**config.mk**
```make
export PLATFORM = sky130hd
export DESIGN_NAME = calc_trace
export DESIGN_NICKNAME = d
export VERILOG_FILES = /design/src/rtl/calc_trace.sv
export SDC_FILE = /design/constraint.sdc
export NUM_CORES = 1
export LEC_CHECK = 0
export BUFFER_PORTS_ARGS = -buffer_cell sky130_fd_sc_hd__buf_2
export CORE_MARGIN = 1.5
export CORE_UTILIZATION = 46
export DETAILED_ROUTE_END_ITERATION = 8
export GPL_TIMING_DRIVEN = 1
export SYNTH_ARGS = -nofsm -noshare
export SYNTH_HDL_FRONTEND = slang
export SYNTH_SLANG_ARGS = --single-unit
```
**constraint.sdc**
```tcl
create_clock -name Clk -period 52.5 [get_ports Clk]
set_clock_uncertainty 0.2 [all_clocks]
set_input_delay 13.125 -clock Clk [delete_from_list [all_inputs] [get_ports Clk]]
set_output_delay 13.125 -clock Clk [all_outputs]
set_load 0.1 [all_outputs]
```
**src/rtl/calc_trace.sv**
```systemverilog
// calc_trace: watches the CPU observation buses, logs every change of architectural
// state into an entry FIFO and streams entries out as four 32-bit words.
module calc_trace #(
   parameter int DEPTH       = 8,
   parameter int HALT_CYCLES = 4,
   parameter int CNT_W       = 16
) (
   input  logic                   Clk,
   input  logic                   Reset,
   input  logic                   Enable,
   input  logic [31:0]            InstrAtual,
   input  logic [31:0]            RegA,
   input  logic [31:0]            RegB,
   input  logic [31:0]            RAcc,
   output logic [31:0]            TraceData,
   output logic                   TraceValid,
   input  logic                   TraceReady,
   output logic                   TraceLast,
   output logic                   Halted,
   output logic                   Overflow,
   output logic [CNT_W-1:0]       DropCount,
   output logic [$clog2(DEPTH):0] EntryCount
);
   localparam int AW = $clog2(DEPTH);
   localparam int SW = $clog2(HALT_CYCLES + 1);
   localparam logic [AW:0]   FULL_CNT = (AW+1)'(DEPTH);
   localparam logic [SW-1:0] HALT_CNT = SW'(HALT_CYCLES);

   typedef enum logic [1:0] {S_IDLE, S_RUN, S_HALT} state_t;

   state_t           state_q, state_d;
   logic [127:0]     snap;
   logic [127:0]     prev_q;
   logic             prev_vld_q, prev_vld_d;
   logic [SW-1:0]    stable_q, stable_d;
   logic             capture, push;

   logic [127:0]     mem_q [DEPTH];
   logic [AW-1:0]    wr_q, wr_d, rd_q, rd_d;
   logic [AW:0]      cnt_q, cnt_d;
   logic [1:0]       widx_q, widx_d;
   logic             ovf_q, ovf_d;
   logic [CNT_W-1:0] drop_q, drop_d;
   logic             xfer, pop, full, accept, drop;
   logic [127:0]     head;

   function automatic logic [CNT_W-1:0] sat_inc(input logic [CNT_W-1:0] v);
      return (&v) ? v : v + CNT_W'(1);
   endfunction

   assign snap    = {InstrAtual, RegA, RegB, RAcc};
   assign capture = Enable && (state_q != S_HALT);

   always_comb begin
      state_d    = state_q;
      prev_vld_d = prev_vld_q;
      stable_d   = stable_q;
      push       = 1'b0;
      if (state_q != S_HALT) begin
         if (!Enable) begin
            state_d    = S_IDLE;
            prev_vld_d = 1'b0;
            stable_d   = '0;
         end else begin
            state_d    = S_RUN;
            prev_vld_d = 1'b1;
            if (!prev_vld_q || (snap != prev_q)) begin
               push     = 1'b1;
               stable_d = '0;
            end else begin
               // Counter stops at HALT_CNT because HALTED never re-enters this path.
               stable_d = stable_q + SW'(1);
               if (stable_d == HALT_CNT) state_d = S_HALT;
            end
         end
      end
   end

   assign TraceValid = (cnt_q != '0);
   assign xfer       = TraceValid && TraceReady;
   assign pop        = xfer && (widx_q == 2'd3);
   assign full       = (cnt_q == FULL_CNT);
   assign accept     = push && (!full || pop);
   assign drop       = push && full && !pop;
   assign head       = mem_q[rd_q];

   always_comb begin
      wr_d   = wr_q;
      rd_d   = rd_q;
      cnt_d  = cnt_q;
      widx_d = widx_q;
      ovf_d  = ovf_q;
      drop_d = drop_q;
      if (xfer)   widx_d = widx_q + 2'd1;
      if (pop)    rd_d   = rd_q + AW'(1);
      if (accept) wr_d   = wr_q + AW'(1);
      if (accept && !pop)      cnt_d = cnt_q + (AW+1)'(1);
      else if (!accept && pop) cnt_d = cnt_q - (AW+1)'(1);
      if (drop) begin
         ovf_d  = 1'b1;
         drop_d = sat_inc(drop_q);
      end
   end

   always_comb begin
      TraceData = '0;
      if (TraceValid) begin
         case (widx_q)
            2'd0:    TraceData = head[127:96];
            2'd1:    TraceData = head[95:64];
            2'd2:    TraceData = head[63:32];
            default: TraceData = head[31:0];
         endcase
      end
   end

   assign TraceLast  = TraceValid && (widx_q == 2'd3);
   assign Halted     = (state_q == S_HALT);
   assign Overflow   = ovf_q;
   assign DropCount  = drop_q;
   assign EntryCount = cnt_q;

   always_ff @(posedge Clk) begin
      if (Reset) begin
         state_q    <= S_IDLE;
         prev_vld_q <= 1'b0;
         stable_q   <= '0;
         wr_q       <= '0;
         rd_q       <= '0;
         cnt_q      <= '0;
         widx_q     <= '0;
         ovf_q      <= 1'b0;
         drop_q     <= '0;
      end else begin
         state_q    <= state_d;
         prev_vld_q <= prev_vld_d;
         stable_q   <= stable_d;
         wr_q       <= wr_d;
         rd_q       <= rd_d;
         cnt_q      <= cnt_d;
         widx_q     <= widx_d;
         ovf_q      <= ovf_d;
         drop_q     <= drop_d;
      end
   end

   // Snapshot and FIFO storage carry no reset; their valid flags and pointers do.
   always_ff @(posedge Clk) begin
      if (capture) prev_q <= snap;
      if (accept)  mem_q[wr_q] <= snap;
   end

endmodule

```
After elaboration in Yosys (flattened, before gate mapping)
Memory sizes are Yosys's and may differ from the RTL's. A register that Yosys moved wholly into a read port is not among the register bits. Index checks and enable logic that the tools add are counted.

Bits in registers: 163. Bits in writable memories: 1024. Output and inout port bits: 56. Word-level logic and storage cells: 64. Memories kept: 1.

Add/subtract/negate cells: 7. Eq/ne operators: 8. Multiplexer cells: 17. Bitwise logic cells: 1. Reductions and logical operators: 20.

Memories: mem_q (words 8, bits a word 128, read ports 1, clocked after memory_dff 1, wr ports 1, RTL line 38) `logic [127:0] mem_q [DEPTH];`.

Operators with widths (count): $ne 128x128->1 (1); $pmux 32 s3 (1); $mux 32 (1); $add 16x1->16 const B (1); $reduce_and 16->1 (1); $mux 3 (4); $add 3x1->3 const B (3); $logic_and 1x1->1 (9); $mux 4 (2); $eq 2x2->1 const B (3); $mux 1 (6); $mux 2 (3); $add 4x1->4 const B (1); $eq 4x4->1 const B (1); $logic_not 1->1 (4); $reduce_bool 4->1 (1); $sub 4x1->4 const B (1); $eq 3x3->1 const B (1); $add 2x1->2 const B (1); $eq 2x1->1 const B (1); $logic_not 2->1 (1); $logic_or 1x1->1 (2); $ne 2x2->1 const B (1); $reduce_and 2->1 (1); 2 further kinds (2).

Depth between registers and ports, before layout
Depth in word-level cells: 10. Depth in mapped cells: 16. Depth with buffers taken out: 15.

Worst setup path before layout
OpenSTA, ideal clock, no wires.

Kind: input -> register. Start: in Enable. End: mem mem_q[0][0], enable pin. Data arrival time: 29501 ps. Path slack: 21825 ps. Stages on the path: 4. Cell sequence: nand2_1 > inv_1 > nand2_1 > nor4b_1.

Longest elaborated chain between the ends: 5.

RTL lines: start: declaration (RTL line 10) `input logic Enable,`; $mux 1 (RTL line 60) `if (!Enable) begin`; $mux 1 (RTL line 59) `if (state_q != S_HALT) begin`; $logic_and 1x1->1 (RTL line 83) `assign accept = push && (!full || pop);`; $mux 1 (RTL line 150) `if (accept) mem_q[wr_q] <= snap;`; $mux 1 (implied by the code) (RTL line 150); end: declaration (RTL line 38).

No other way between the ends.

==> impl_results.md <==
- Int Power: around 1600 µW
- Final core occ: 0.527
- Synthesized flop and latch total: about 1,200
- CP Launch Type: flip-flop
- Sequential power share: 0.487
- Final Wtd Congestion: roughly 0.82
- Worst path bufs/invs: 3
- NetSw: 634 µW
- Overall Power: 2270 µW
- Skew-Pair Late Insertion Delay: roughly 710 ps
- Synth Area in Compound Gates: 0.0241
- Total track usage: 0.228
- Fillers: roughly 7,900
- Clock tree buffer depth: 3
- Layout cells sized above 1: 0.308
- Worst Path Required: between 30,000 and 40,000 ps
- Fin. Hold Viols: 0
- Vias in the first global route: between 20,000 and 25,000
- Largest family of logic cells by synthesized area: multiplexers
- Setup tns final: 0 ps
- # hold bufs at CTS: 0
- Status: completed
- Worst ir drop on vdd: slightly below 70 µV
- CTS root buf: clkbuf_16
- First-pass GRT wire length: approximately 170,000 µm
- Area occupied by multi-input gates: roughly 11,000 µm²
- Simple-Gate Fraction of Synth Area: 0.0247
- Clock transition at the registers of the reported paths: around 60 ps
- Synthesized cell area: 46,500 µm²
- Clk pwr share: 0.360
- Slowest-stage cell, CP: a222oi_1
- Buffers inserted by post-CTS timing repair: 0
- Slew @ Worst Pin: 1160 ps
- Synth Area per Inst: 20.9 µm²
- Grt total ovfl: 0
- Most used DFF post-synth: edfxtp_1
- Crit-path cells: buf_4 -> buf_4 -> mux4_2 -> mux2_2 -> a222oi_1 -> nor2_1 -> a21oi_1 -> nor2_1 -> buf_2
- Die height: between 300 and 400 µm
- Min Clock Period, post-route: ~19,000 ps
- Die area: roughly 100,000 µm²
- DP Area: 49,000 µm²
- Layout Cells excl Fill: just under 4,000
- Pleak: ~0.017 µW
- Final slew viol count: 0
- Io pins: about 190
- DPL Wire Length: about 67,000 µm
- # DRC: 0
- Critical path type: reg2out
- Largest net degree at the start of global routing: 129
- Period Utilization, post-route: 0.354
- Post-cts resize count: 0
- Synth Instances: ~2,200
- Sw Share: 0.280
- Total CTS buffers: between 100 and 150
- Most frequent cells in the layout: 1,152 x edfxtp_1, 256 x mux4_2, 187 x buf_2
- Combinational share of power: 0.153
- Mux contribution to synthesized area: 0.158
- Inst Count DP: ~3,600
- Critical path capture point type: primary output
- Asr flop ratio synth: 0
- Initial DRC count: about 2,600
- Register area: 35,400 µm²
- Via density: a little under 6
- Worst Path Max Fanout: 40
- XOR/XNOR Fraction of Synth Area: 0.0139
- RSZ-0062 raised after global routing: false
- Post-synthesis sequential area ratio: 0.761
- Adder-cell share of the synthesized area: 0.00393
- Vias after detailed routing: about 23,000
- Final setup vio count: 0
- Detail Route Antenna Nets: 0
- Crit path arrival time: approximately 5200 ps
- Routed WL per cell: roughly 30 µm
- Max incr delay on CP: ~970 ps
- Die outline width: between 300 and 400 µm
- Core ar.: between 100,000 and 150,000 µm²
- Slew HR: 0.217
- Row Count: approximately 120
- CTS tree: yes
- Final net count: 2,609
- Library cells used by synthesis: 57
- Area Overhead vs Synth: 13.5%
- Initial antenna violation count: 39
- Power density over the cells: approximately 43 nW/µm²
- Initial Util: 0.464
- Worst path top cell family by delay: buffers and inverters
- Final instance area: ~53,000 µm²
- Max-cap violations: 0
- Hold Path Class: reg2reg
- Number of synthesized flops with an enable pin: about 1,200
- # port buffers: 187
- Post-Syn Nets: between 2,000 and 2,500
- Drt total wl: ~120,000 µm
- Yosys warns: 0
- Clock sink count: approximately 1,200
- Peak Freq: 53.9 MHz
- Commonest non-fill, non-tap cell in the layout: edfxtp_1
- Initial DRT Pass Iterations: 6
- Htree depth: 3
stage by stage:
step	worst slack, ps	hold WS, ps
floorplan	21830	232
global placement	34420	235
detailed placement	34480	235
CTS	33710	243
global route	33480	287
finish	33930	241
area by class of cell:
type	instances	share of cell area
clock buffers	153	0.0605
inverters	70	0.00508
diodes	5	0.000237
flip-flops and latches	1190	0.670
well taps	1298	0.0308
repair buffers	223	0.0241
clock inverters	64	0.00989
multi-input cells	858	0.199
synth_stat cells, types with 10 or more instances:
cell type | n | area share
xnor2_1 | 11 | 0.0021
or4_1 | 11 | 0.0018
buf_1 | 15 | 0.0012
nand3_1 | 13 | 0.0014
nand2b_1 | 17 | 0.0023
mux2_2 | 128 | 0.031
clkbuf_1 | 64 | 0.0052
nor2b_1 | 10 | 0.0013
a222oi_1 | 33 | 0.0071
edfxtp_1 | 1152 | 0.74
mux4_2 | 256 | 0.12
nand4_1 | 11 | 0.0015
xor2_1 | 63 | 0.012
buf_2 | 21 | 0.0023
o22ai_1 | 21 | 0.0028
a21oi_1 | 51 | 0.0055
nor2_1 | 88 | 0.0071
inv_1 | 70 | 0.0057
nor4_1 | 24 | 0.0032
nand2_1 | 22 | 0.0018
ha_1 | 13 | 0.0035
dfxtp_1 | 38 | 0.016
registers in the layout, summed over array words and instances (netlist names), named ones only:
name and cells:
Overflow 1, widx_q 2, rd_q 3, prev_vld_q 1, wr_q 3, state_q 2, EntryCount 4, prev_q 128
mem_q 1024, stable_q 3, DropCount 16
per-layer routing:
| metal | share of wire | wire (µm) | up-vias | track usage |
|---|---|---|---|---|
| met5 | 0.0016 | 187 | - | 0 |
| met4 | 0.031 | 3590 | 28 | 0.0737 |
| met3 | 0.068 | 7880 | 213 | 0.0466 |
| met2 | 0.49 | 56700 | 878 | 0.371 |
| met1 | 0.41 | 48000 | 12200 | 0.311 |
| li1 | - | - | 9697 | - |
cell families after synthesis:
logic type / count (synthesis)
AOI/OAI and AO/OA: 153
xor gates and xnor gates: 74
adders and majority gates: 14
buffers and inverters: 173
DFF: 1190
muxes: 395
and+or+nand+nor: 222
power groups by stage:
| stage | Sequential [µW] | Clock (µW) | Combinational [µW] |
|---|---|---|---|
| 2_1_floorplan | 1140 | 0 | 221 |
| 3_3_place_gp | 1120 | 0 | 350 |
| 3_5_place_dp | 1120 | 0 | 351 |
| 4_1_cts | 1100 | 829 | 352 |
| 5_1_grt | 1110 | 865 | 364 |
| 6_report | 1100 | 815 | 347 |
path summary, 6_finish.rpt:
kind	start	to	cells past startpoint	slack [ps]
hold / removal	Overflow$_SDFFE_PP0P_	Overflow$_SDFFE_PP0P_	2	240
setup / recovery	flip-flop	TraceData[11]	9	33930
hold reg to reg	Overflow$_SDFFE_PP0P_	Overflow$_SDFFE_PP0P_	2	240
setup reg to reg	prev_q[74]$_DFFE_PP_	EntryCount[3]$_SDFFE_PP0P_	16	47540
worst register-to-register path: stages (launching register included):
cell	delay [ps]
edfxtp_1	380
xnor2_1	450
nand2_1	110
a2111oi_0	630
nand4_1	260
or4_1	510
nor4_4	230
buf_4	400
nor2_4	160
ha_1	230
inv_1	120
ha_1	250
a21o_1	170
a21oi_1	170
xnor2_1	100
or3_1	330
a21oi_1	160
(Power assumes the default switching activity.)
